==> src/rtl/mem_port_arbiter.sv <==
// Shares one single-port, pipelined memory between the fetch port and the
// data port. At most one access is granted per cycle; data wins conflicts
// unless fetch has been denied STARVE_MAX cycles in a row. A shift register
// of in-flight accesses routes each response back to the port that issued it.
module mem_port_arbiter #(
    parameter int unsigned MEM_LATENCY = 1,
    parameter int unsigned STARVE_MAX  = 4
) (
    input  logic        clock,
    input  logic        reset,
    input  logic        hold,
    input  logic        if_req,
    input  logic [31:0] if_addr,
    output logic        if_stall,
    output logic        if_valid,
    output logic [31:0] if_rdata,
    input  logic        dm_req,
    input  logic        dm_we,
    input  logic [31:0] dm_addr,
    input  logic [31:0] dm_wdata,
    output logic        dm_stall,
    output logic        dm_valid,
    output logic [31:0] dm_rdata,
    output logic        mem_en,
    output logic        mem_we,
    output logic [31:0] mem_addr,
    output logic [31:0] mem_wdata,
    input  logic [31:0] mem_rdata,
    output logic [15:0] conflict_cnt
);

    localparam logic [3:0] StarveMax = 4'(STARVE_MAX);

    logic        if_grant;
    logic        dm_grant;
    logic        tail_valid;
    logic [3:0]  starve_cnt_q, starve_cnt_d;
    logic [15:0] conflict_cnt_q, conflict_cnt_d;

    // One entry per pipeline stage of the memory; owner 1 = data port.
    logic [MEM_LATENCY-1:0] trk_valid_q, trk_valid_d;
    logic [MEM_LATENCY-1:0] trk_owner_q, trk_owner_d;
    logic [MEM_LATENCY-1:0] trk_we_q, trk_we_d;

    // Grant selection and per-port stalls; reset and hold suppress all grants.
    always_comb begin
        if_grant = 1'b0;
        dm_grant = 1'b0;
        if (reset && !hold) begin
            if (if_req && dm_req) begin
                if (starve_cnt_q == StarveMax) begin
                    if_grant = 1'b1;
                end else begin
                    dm_grant = 1'b1;
                end
            end else begin
                if_grant = if_req;
                dm_grant = dm_req;
            end
        end
        // Gated by reset so every output reads 0 during the reset cycle.
        if_stall = reset & if_req & ~if_grant;
        dm_stall = reset & dm_req & ~dm_grant;
    end

    // Memory command mux; fetch never writes, idle drives all zeros.
    always_comb begin
        mem_en    = if_grant | dm_grant;
        mem_we    = dm_grant & dm_we;
        mem_addr  = '0;
        mem_wdata = '0;
        if (if_grant) begin
            mem_addr = if_addr;
        end else if (dm_grant) begin
            mem_addr  = dm_addr;
            mem_wdata = dm_wdata;
        end
    end

    // Starvation and conflict counter next-state.
    always_comb begin
        starve_cnt_d   = starve_cnt_q;
        conflict_cnt_d = conflict_cnt_q;
        if (!hold) begin
            if (!if_req || if_grant) begin
                starve_cnt_d = '0;
            end else if (starve_cnt_q < StarveMax) begin
                starve_cnt_d = starve_cnt_q + 4'd1;
            end
        end
        if (if_req && dm_req && !hold && (conflict_cnt_q != 16'hFFFF)) begin
            conflict_cnt_d = conflict_cnt_q + 16'd1;
        end
    end

    // In-flight tracker: push every cycle at stage 0, shift toward the tail.
    always_comb begin
        trk_valid_d    = '0;
        trk_owner_d    = '0;
        trk_we_d       = '0;
        trk_valid_d[0] = mem_en;
        trk_owner_d[0] = dm_grant;
        trk_we_d[0]    = mem_we;
        for (int unsigned i = 1; i < MEM_LATENCY; i++) begin
            trk_valid_d[i] = trk_valid_q[i-1];
            trk_owner_d[i] = trk_owner_q[i-1];
            trk_we_d[i]    = trk_we_q[i-1];
        end
    end

    // Response routing from the tail entry.
    always_comb begin
        tail_valid   = reset & trk_valid_q[MEM_LATENCY-1];
        if_valid     = tail_valid & ~trk_owner_q[MEM_LATENCY-1];
        dm_valid     = tail_valid & trk_owner_q[MEM_LATENCY-1];
        if_rdata     = if_valid ? mem_rdata : '0;
        dm_rdata     = (dm_valid && !trk_we_q[MEM_LATENCY-1]) ? mem_rdata : '0;
        conflict_cnt = reset ? conflict_cnt_q : '0;
    end

    // State registers with synchronous active-low reset.
    always_ff @(posedge clock) begin
        if (!reset) begin
            starve_cnt_q   <= '0;
            conflict_cnt_q <= '0;
            trk_valid_q    <= '0;
            trk_owner_q    <= '0;
            trk_we_q       <= '0;
        end else begin
            starve_cnt_q   <= starve_cnt_d;
            conflict_cnt_q <= conflict_cnt_d;
            trk_valid_q    <= trk_valid_d;
            trk_owner_q    <= trk_owner_d;
            trk_we_q       <= trk_we_d;
        end
    end

endmodule

==> config.mk <==
export PLATFORM = sky130hd
export DESIGN_NAME = mem_port_arbiter
export DESIGN_NICKNAME = d
export VERILOG_FILES = /design/src/rtl/mem_port_arbiter.sv
export SDC_FILE = /design/constraint.sdc
export NUM_CORES = 1
export LEC_CHECK = 0
export ABC_AREA = 1
export CAP_MARGIN = 10
export CELL_PAD_IN_SITES_DETAIL_PLACEMENT = 0
export CELL_PAD_IN_SITES_GLOBAL_PLACEMENT = 1
export CORE_UTILIZATION = 16
export CTS_CLUSTER_SIZE = 40
export DETAILED_ROUTE_END_ITERATION = 8
export GPL_TIMING_DRIVEN = 0
export PLACE_DENSITY = 0.87
export SLEW_MARGIN = 20
export SYNTH_ARGS = -nofsm -noshare
export SYNTH_HDL_FRONTEND = slang
export SYNTH_SLANG_ARGS = --single-unit
==> constraint.sdc <==
create_clock -name clock -period 2.48 [get_ports clock]
set_clock_uncertainty 0.2 [all_clocks]
set_input_delay 0.62 -clock clock [delete_from_list [all_inputs] [get_ports clock]]
set_output_delay 0.62 -clock clock [all_outputs]
set_load 0.01 [all_outputs]
* Word level (Yosys, flattened, before mapping)
Cells that the tools add are included.
Storage, ports and cells: memories kept 0, memory bits (writable) 0, register bits after elaboration 23, memory bits (read-only) 0, word-level logic and storage cells 49, bits in latches 0
Operators by class: $mul 0, equality and inequality tests 2, $add $sub $neg 2, $lt $le $gt $ge 1, divide/modulo/power cells 0, reduce and logical (&&, ||, !) cells 11, bitwise operators 13, shifts and indexed selects 0, mux-type cells 15
Operator list (count):
- two-way mux 32 bit | 6
- adder 16 x 1 -> 16 bit, second input constant | 1
- two-way mux 16 bit | 1
- inequality test 16 bit, second input constant | 1
- bitwise AND 1 bit | 8
- two-way mux 4 bit | 2
- two-way mux 1 bit | 6
- logical AND 1 bit | 5
- adder 4 x 1 -> 4 bit, second input constant | 1
- == test 4 x 3 -> 1 bit, second input constant | 1
- less-than comparator 4 x 3 -> 1 bit, second input constant | 1
- NOT 1 bit | 4
- logical NOT 1 bit | 3
- AND reduction 2 bit | 1
- nonzero test 2 bit | 1
- logical OR 1 bit | 1
- OR 1 bit | 1

* Logic depth before layout (Yosys ltp)
Gate-level depths: netlist of run 1.
word-level depth 7, mapped depth 10, gate-level depth less buffers 10

* Worst setup path after synthesis of run 1
OpenSTA, ideal clock, no wires.
kind input to output, start in reset, end out if_rdata[10], cell stages on the path 6, setup slack 0.113 ns, buffers on the path 2, data required time 1.660 ns, arrival 1.547 ns, path through buf_4 -> inv_1 -> nor3_2 -> inv_1 -> buf_2 -> nor2_1
Between the ends: longest elaborated chain between the ends 3
Ends and longest elaborated chain:
- from (decl) | line 10 | input logic reset,
- bitwise AND 1 bit | line 113 | tail_valid = reset & trk_valid_q[MEM_LATENCY-1];
- bitwise AND 1 bit | line 114 | if_valid = tail_valid & ~trk_owner_q[MEM_LATENCY-1];
- net if_valid | line 15 | output logic if_valid,
- two-way mux 32 bit | line 116 | if_rdata = if_valid ? mem_rdata : '0;
- to (decl) | line 16 | output logic [31:0] if_rdata,
The timed path passes the listed nets, and every way through them passes these cells.

* Worst setup path after layout of run 1
start reg starve_cnt_q[1], end out mem_wdata[10]
Between the ends: longest elaborated chain between the ends 6, elaborated cells between the ends (all ways) 9
Ends and longest elaborated chain:
- from (decl) | line 37 | logic [3:0] starve_cnt_q, starve_cnt_d;
- from (signal assigned) | line 130 | starve_cnt_q <= starve_cnt_d;
- == test 4 x 3 -> 1 bit (*) | line 51 | if (starve_cnt_q == StarveMax) begin
- two-way mux 1 bit | line 51
- two-way mux 1 bit | line 50 | if (if_req && dm_req) begin
- two-way mux 1 bit | line 49 | if (reset && !hold) begin
- two-way mux 32 bit | line 74 | end else if (dm_grant) begin
- two-way mux 32 bit (*) | line 72 | if (if_grant) begin
- to (decl) | line 27 | output logic [31:0] mem_wdata,
Mark *: on every way between the ends. The rest lies on a longest branch, timed or not.

==> impl_metrics.json, run 1 <==
{
  "critPathLaunchType": "flop",
  "num-nets-final": 962,
  "p_clk_frac": 0.261,
  "viasPerCell": 3.79,
  "fmax_ghz": 0.389,
  "clk_latency_ps": 260,
  "grt_pass1_vias": 3618,
  "path_max_fanout": 8,
  "combPwrFrac": 0.459,
  "worst_slew_pin_slew_ps": 354,
  "layout-drive-gt1-share": 0.322,
  "drv_cap": 0,
  "cts.path.max_buffers": 2,
  "switching_share": 0.295,
  "worstPathArrival_ps": 1750,
  "ys_ff_latch": 23,
  "leakage_nw": 3.38,
  "synth.top_cell.area_share": 0.216,
  "io_buffers": 282,
  "rows": 46,
  "n_antenna_cell": 0,
  "finalWeightedCongestion": 0.762,
  "path_clk_slew_ps": 60,
  "violations": "setup timing",
  "synth_common_cells": "nand2_1 (150), nor2_1 (128), inv_1 (101)",
  "hp-class": "flop to flop",
  "cts.sinks": 23,
  "post-dp-hpwl_um": 9680,
  "wl_met1_um": 4890,
  "reg2regPathDepth": 9,
  "syn_nets": 642,
  "vias": 3944,
  "top_layer": "met4",
  "grt_max_degree": 14,
  "syn_inst": 505,
  "cts_root_buffer": "clkbuf_16",
  "setup_viol": 34,
  "fin_ws_ps": -89.7,
  "worstSetupEndpointType": "primary output",
  "synth_edf_count": 0,
  "dr_wl_met3_um": 956,
  "synthTopCellsByArea": "nand2_1 (22%), nor2_1 (18%), dfxtp_1 (18%)",
  "rsz0062_at_grt": "true",
  "hold_slack_ps": 306,
  "cts_tree": "yes",
  "slew_violations": 0,
  "start_util": 0.164,
  "drt_wl_total_um": 12200,
  "seq_power_share": 0.280,
  "syn_to_final_growth_pct": 144,
  "p_switching_mw": 0.405,
  "detailedPlace.worstSlack_ps": -1130,
  "io_pins": 284,
  "ir_worst_vdd_v": 0.000316,
  "rr_startpoint": "conflict_cnt_q[0]",
  "relSlewSlack": 0.763,
  "first_pass_iters": 5,
  "yosys_warnings": 0,
  "async_flop_share": 0,
  "die_h_um": 130,
  "drtIter0Drc": 123,
  "grt_overflow": 0,
  "ys_seq_area_frac": 0.176,
  "die_x_um": 130,
  "grt_pass1_wl_um": 17700,
  "power.density_nw_per_um2": 215,
  "synth_area_sq_um": 2610,
  "met2_wirelength_um": 6340,
  "die_area_sq_um": 16800,
  "synthMostInstantiatedCell": "nand2_1",
  "synth_largest_area_cell": "nand2_1",
  "finalCritPeriodShare": 1.04,
  "final_core_util": 0.402,
  "fin_crit_ps": 2570,
  "intPower_mw": 0.966,
  "synth_ff_type": "dfxtp_1",
  "cts_buffers": 3,
  "run_status": "complete, but fails checks",
  "synth_cell_types": 27,
  "worstSetupPathType": "flop to primary output",
  "grt_use_total": 0.134,
  "drc": 0,
  "hp-start": "starve_cnt_q[1]",
  "antenna_found_initial": 0,
  "crit_required_ps": 1660,
  "holdPathStages": 2,
  "routedWlPerCell_um": 11.8,
  "core_area_sq_um": 15900,
  "hold_violations": 0,
  "worstSetupStartpoint": "starve_cnt_q[1]",
  "cts_max_level": 1,
  "drt.antenna.violating_nets": 0,
  "synth.avg_cell_area_sq_um": 5.17
}
[final timing paths]
kind,endpoint,slack [ps]
worst min register to register,starve_cnt_q[1],310
worst max register to register,conflict_cnt_q[9],600
worst max-delay path,mem_wdata[10],-90
worst min-delay path,starve_cnt_q[1],310
[power by group through the flow]
| stage | registers [mW] | clock network, mW | logic [mW] |
|---|---|---|---|
| floorplan | 0.390 | 0 | 0.169 |
| CTS | 0.384 | 0.368 | 0.582 |
| detailed placement | 0.392 | 0 | 0.527 |
| finish | 0.385 | 0.357 | 0.629 |
| global placement | 0.392 | 0 | 0.526 |
| global route | 0.386 | 0.380 | 0.680 |
[repair_timing]
item | in CTS | in global routing
buffers inserted | 27 | 6
resized for setup | 529 | 128
pin swaps | 12 | 15
endpoints found under the setup margin | 147 | 121
gates cloned | 7 | 1
hold buffers | 0 | 0
[layer usage]
metal  GRT usage  vias to the layer above
met5           0                        -
met4      0.0144                        0
met3      0.0275                        2
met2       0.249                      165
met1       0.161                     1686
li1            -                     2091
[metrics by stage]
stage	setup TNS (ps)	total power, mW	std cells	area, sq um
6_report	-1270	1.37	1040	6380
3_3_place_gp	-105270	0.918	1003	5700
5_1_grt	-6740	1.45	1040	6380
2_1_floorplan	0	0.559	505	2610
3_5_place_dp	-106000	0.919	1003	5700
4_1_cts	-3420	1.33	1040	6040
[critical path, cell delays in order (launching register included)]
cell and delay (ps):
dfxtp_2 340, inv_2 50, ha_4 160, nand4_1 90
nand2_2 70, nor2_4 100, buf_12 150, buf_8 120
inv_8 40, buf_8 130, nor2_1 90, buf_2 130
[cell type report]
type	count	area, sq um
fillers	1694	9500
repair buffers	318	2970
multi-input cells	355	1950
flip-flops and latches	23	463
inverters	106	424
well taps	216	270
plain buffers	17	218
clock buffers	3	75.1
repair inverters	1	11.3
clock inverters	1	5.00
[kinds of logic after synthesis]
kind of cell | share of synthesized area
AOI/OAI and AO/OA | 0.0470
xor gates and xnor gates | 0.0268
adders and majority gates | 0.0144
buffers and inverters | 0.202
DFF | 0.176
and+or+nand+nor | 0.533
[sequential cells by signal, summed over array words and instances, names as in the netlist]
name,flops
conflict_cnt_q,16
starve_cnt_q,4
trk_owner_q,1
trk_valid_q,1
trk_we_q,1
[placed cells by master, fill, tap and decap left out, types with 18 or more instances in the layout]
master	synthesis	routed
dfxtp_1	23	21
buf_6	0	46
dlygate4sd2_1	0	27
nand2_1	150	135
buf_2	13	56
inv_1	101	96
nand2_2	16	26
nor2_1	128	93
nand3_1	19	18
nor2_4	6	35
clkdlybuf4s50_1	0	146
buf_4	5	24
Power figures use the tool's default switching activity.
==> run 2, diff against run 1 <==
--- a/config.mk
+++ b/config.mk
@@ -6,12 +6,12 @@
 export NUM_CORES = 1
 export LEC_CHECK = 0
 export ABC_AREA = 1
-export CAP_MARGIN = 10
 export CELL_PAD_IN_SITES_DETAIL_PLACEMENT = 0
 export CELL_PAD_IN_SITES_GLOBAL_PLACEMENT = 1
 export CORE_UTILIZATION = 16
 export CTS_CLUSTER_SIZE = 40
 export DETAILED_ROUTE_END_ITERATION = 8
+export GPL_ROUTABILITY_DRIVEN = 1
 export GPL_TIMING_DRIVEN = 0
 export PLACE_DENSITY = 0.87
 export SLEW_MARGIN = 20
==> results of run 2 <==
The final DEF is identical to that of run 1; final timing and power are the same.
==> run 3, diff against run 2 <==
--- a/config.mk
+++ b/config.mk
@@ -8,12 +8,12 @@
 export ABC_AREA = 1
 export CELL_PAD_IN_SITES_DETAIL_PLACEMENT = 0
 export CELL_PAD_IN_SITES_GLOBAL_PLACEMENT = 1
-export CORE_UTILIZATION = 16
+export CORE_UTILIZATION = 17
 export CTS_CLUSTER_SIZE = 40
 export DETAILED_ROUTE_END_ITERATION = 8
 export GPL_ROUTABILITY_DRIVEN = 1
 export GPL_TIMING_DRIVEN = 0
-export PLACE_DENSITY = 0.87
+export PLACE_DENSITY = 0.91
 export SLEW_MARGIN = 20
 export SYNTH_ARGS = -nofsm -noshare
 export SYNTH_HDL_FRONTEND = slang
==> constraint.sdc (replaced) <==
create_clock -name clock -period 3.1 [get_ports clock]
set_clock_uncertainty 0.2 [all_clocks]
set_input_delay 0.775 -clock clock [delete_from_list [all_inputs] [get_ports clock]]
set_output_delay 0.775 -clock clock [all_outputs]
set_load 0.01 [all_outputs]
==> run 3 against run 2 <==
- the flow now finishes without violations
- register-to-register slack improved by 600 ps
- first-iteration DRC count decreased by 13%
- critical path depth decreased by 5
- final area decreased by 9.1%
- hold slack got worse by 13 ps
- power decreased by 27%
- routed wire length decreased by 5.6%
- critical path type is now primary input to primary output
- critical endpoint is now dm_rdata[14]
- largest power group unchanged
- highest routed layer unchanged
==> impl_metrics.json, run 3 (synthesis gave the netlist of run 1 again) <==
{
  "relSlewSlack": 0.751,
  "num-nets-final": 936,
  "total_power_mw": 1.00,
  "rsz0062_at_grt": "true",
  "cts_root_buffer": "clkbuf_16",
  "io_buffers": 282,
  "slew_violations": 0,
  "design_area_sq_um": 5800,
  "io_pins": 284,
  "post-dp-hpwl_um": 9700,
  "grt_pass1_vias": 3578,
  "crit_required_ps": 2120,
  "drc": 0,
  "hold_violations": 0,
  "fin_crit_ps": 3040,
  "layout-drive-gt1-share": 0.153,
  "routedWlPerCell_um": 11.8,
  "start_util": 0.177,
  "worstSetupEndpointType": "primary output",
  "leakage_nw": 3.57,
  "path_clk_slew_ps": 60,
  "cts.sinks": 23,
  "syn_to_final_growth_pct": 122,
  "worst_slew_pin_slew_ps": 372,
  "vias": 3869,
  "n_antenna_cell": 0,
  "worstPathArrival_ps": 2070,
  "cts.path.max_buffers": 2,
  "grt_pass1_wl_um": 17900,
  "die_area_sq_um": 15900,
  "mostFrequentLayoutCell": "clkdlybuf4s50_1",
  "hp-class": "flop to flop",
  "die_h_um": 126,
  "finalWeightedCongestion": 0.769,
  "cts_max_level": 1,
  "drt_wl_total_um": 11500,
  "grt_use_total": 0.139,
  "placedCellCount": 971,
  "finalNonFillerCells": 982,
  "clk_latency_ps": 260,
  "ir_worst_vdd_v": 0.000185,
  "rows": 44,
  "finalCritPeriodShare": 0.981,
  "setup_viol": 0,
  "drtIter0Drc": 107,
  "detailedPlace.worstSlack_ps": -822,
  "path_max_fanout": 10,
  "drt.antenna.violating_nets": 0,
  "cts_tree": "yes",
  "power.density_nw_per_um2": 172,
  "grt_max_degree": 13,
  "core_area_sq_um": 14800,
  "antenna_found_initial": 0,
  "largest_reg_flops": 16,
  "regMostFlops": "conflict_cnt_q",
  "die_x_um": 126,
  "fin_ws_ps": 59.1,
  "final_cell_mix": "clkdlybuf4s50_1 (160), nand2_1 (148), nor2_1 (126)",
  "grt_overflow": 0,
  "reg.largest.list": "conflict_cnt_q x16, starve_cnt_q x4",
  "viasPerCell": 3.94,
  "cts_buffers": 3,
  "dpl_cell_area_sq_um": 5660,
  "fillers": 1599,
  "worstSetupPathType": "primary input to primary output",
  "run_status": "finished, final reports clean",
  "critPathLaunchType": "primary input",
  "fmax_ghz": 0.329,
  "drv_cap": 0,
  "first_pass_iters": 4,
  "final_core_util": 0.393
}
run 3: cell types whose count changed in the layout (fill, tap and decap cells not counted), sizes merged, moves of 10 or more:
cell	change
dlygate4sd2	+10
clkdlybuf4s50	+14
buf	-115
clkdlybuf4s15	+15
clkbuf	+22
dlymetal6s2s	+31
run 3: through the flow:
step           setup TNS, ps  hold slack (ps)
6_report                   0              292
5_1_grt                -44.0              318
4_1_cts                -3.29              299
3_5_place_dp          -53260              288
3_3_place_gp          -54700              277
2_1_floorplan              0              258
run 3: where the power goes:
group / total, mW / switching [mW] / internal (mW)
Combinational: 0.408 / 0.165 / 0.243
Sequential: 0.308 / 0.00635 / 0.301
Clock: 0.285 / 0.109 / 0.176
Total: 1.00 / 0.280 / 0.720
run 3: path summary, 6_finish.rpt:
check        cells past startpoint  slack, ps           endpoint         startpoint
max                              6         60       dm_rdata[14]              reset
min                              2        290    starve_cnt_q[3]    starve_cnt_q[3]
max reg2reg                      9       1200  conflict_cnt_q[6]  conflict_cnt_q[0]
min reg2reg                      2        290    starve_cnt_q[3]    starve_cnt_q[3]
run 3: repair_timing:
action	4_1_cts	5_1_grt
gates cloned	0	1
setup endpoints to repair	128	111
resized for setup	152	112
pin swaps	4	0
hold buffers	0	0
setup buffers	5	1
run 3: area by class of cell:
class | instances | area, sq um | share of cell area
plain buffers | 21 | 205 | 0.0354
inverters | 106 | 405 | 0.0699
flip-flops and latches | 23 | 460 | 0.0794
clock buffers | 4 | 78.8 | 0.0136
repair buffers | 289 | 2770 | 0.478
well taps | 184 | 230 | 0.0397
multi-input cells | 355 | 1650 | 0.284
run 3: critical path, cell delays in order:
cell             delay, ps
buf_4                  150
and3_1                 230
nand2_4                100
buf_4                  180
nor2_1                  90
clkdlybuf4s50_1        540
run 3: routing by layer:
metal,part of all wire,routed length (um),track usage
met1,0.41,4730,0.165
met2,0.50,5790,0.257
met3,0.081,930,0.0344
met4,0.0087,100,0.0191
met5,0,0,0
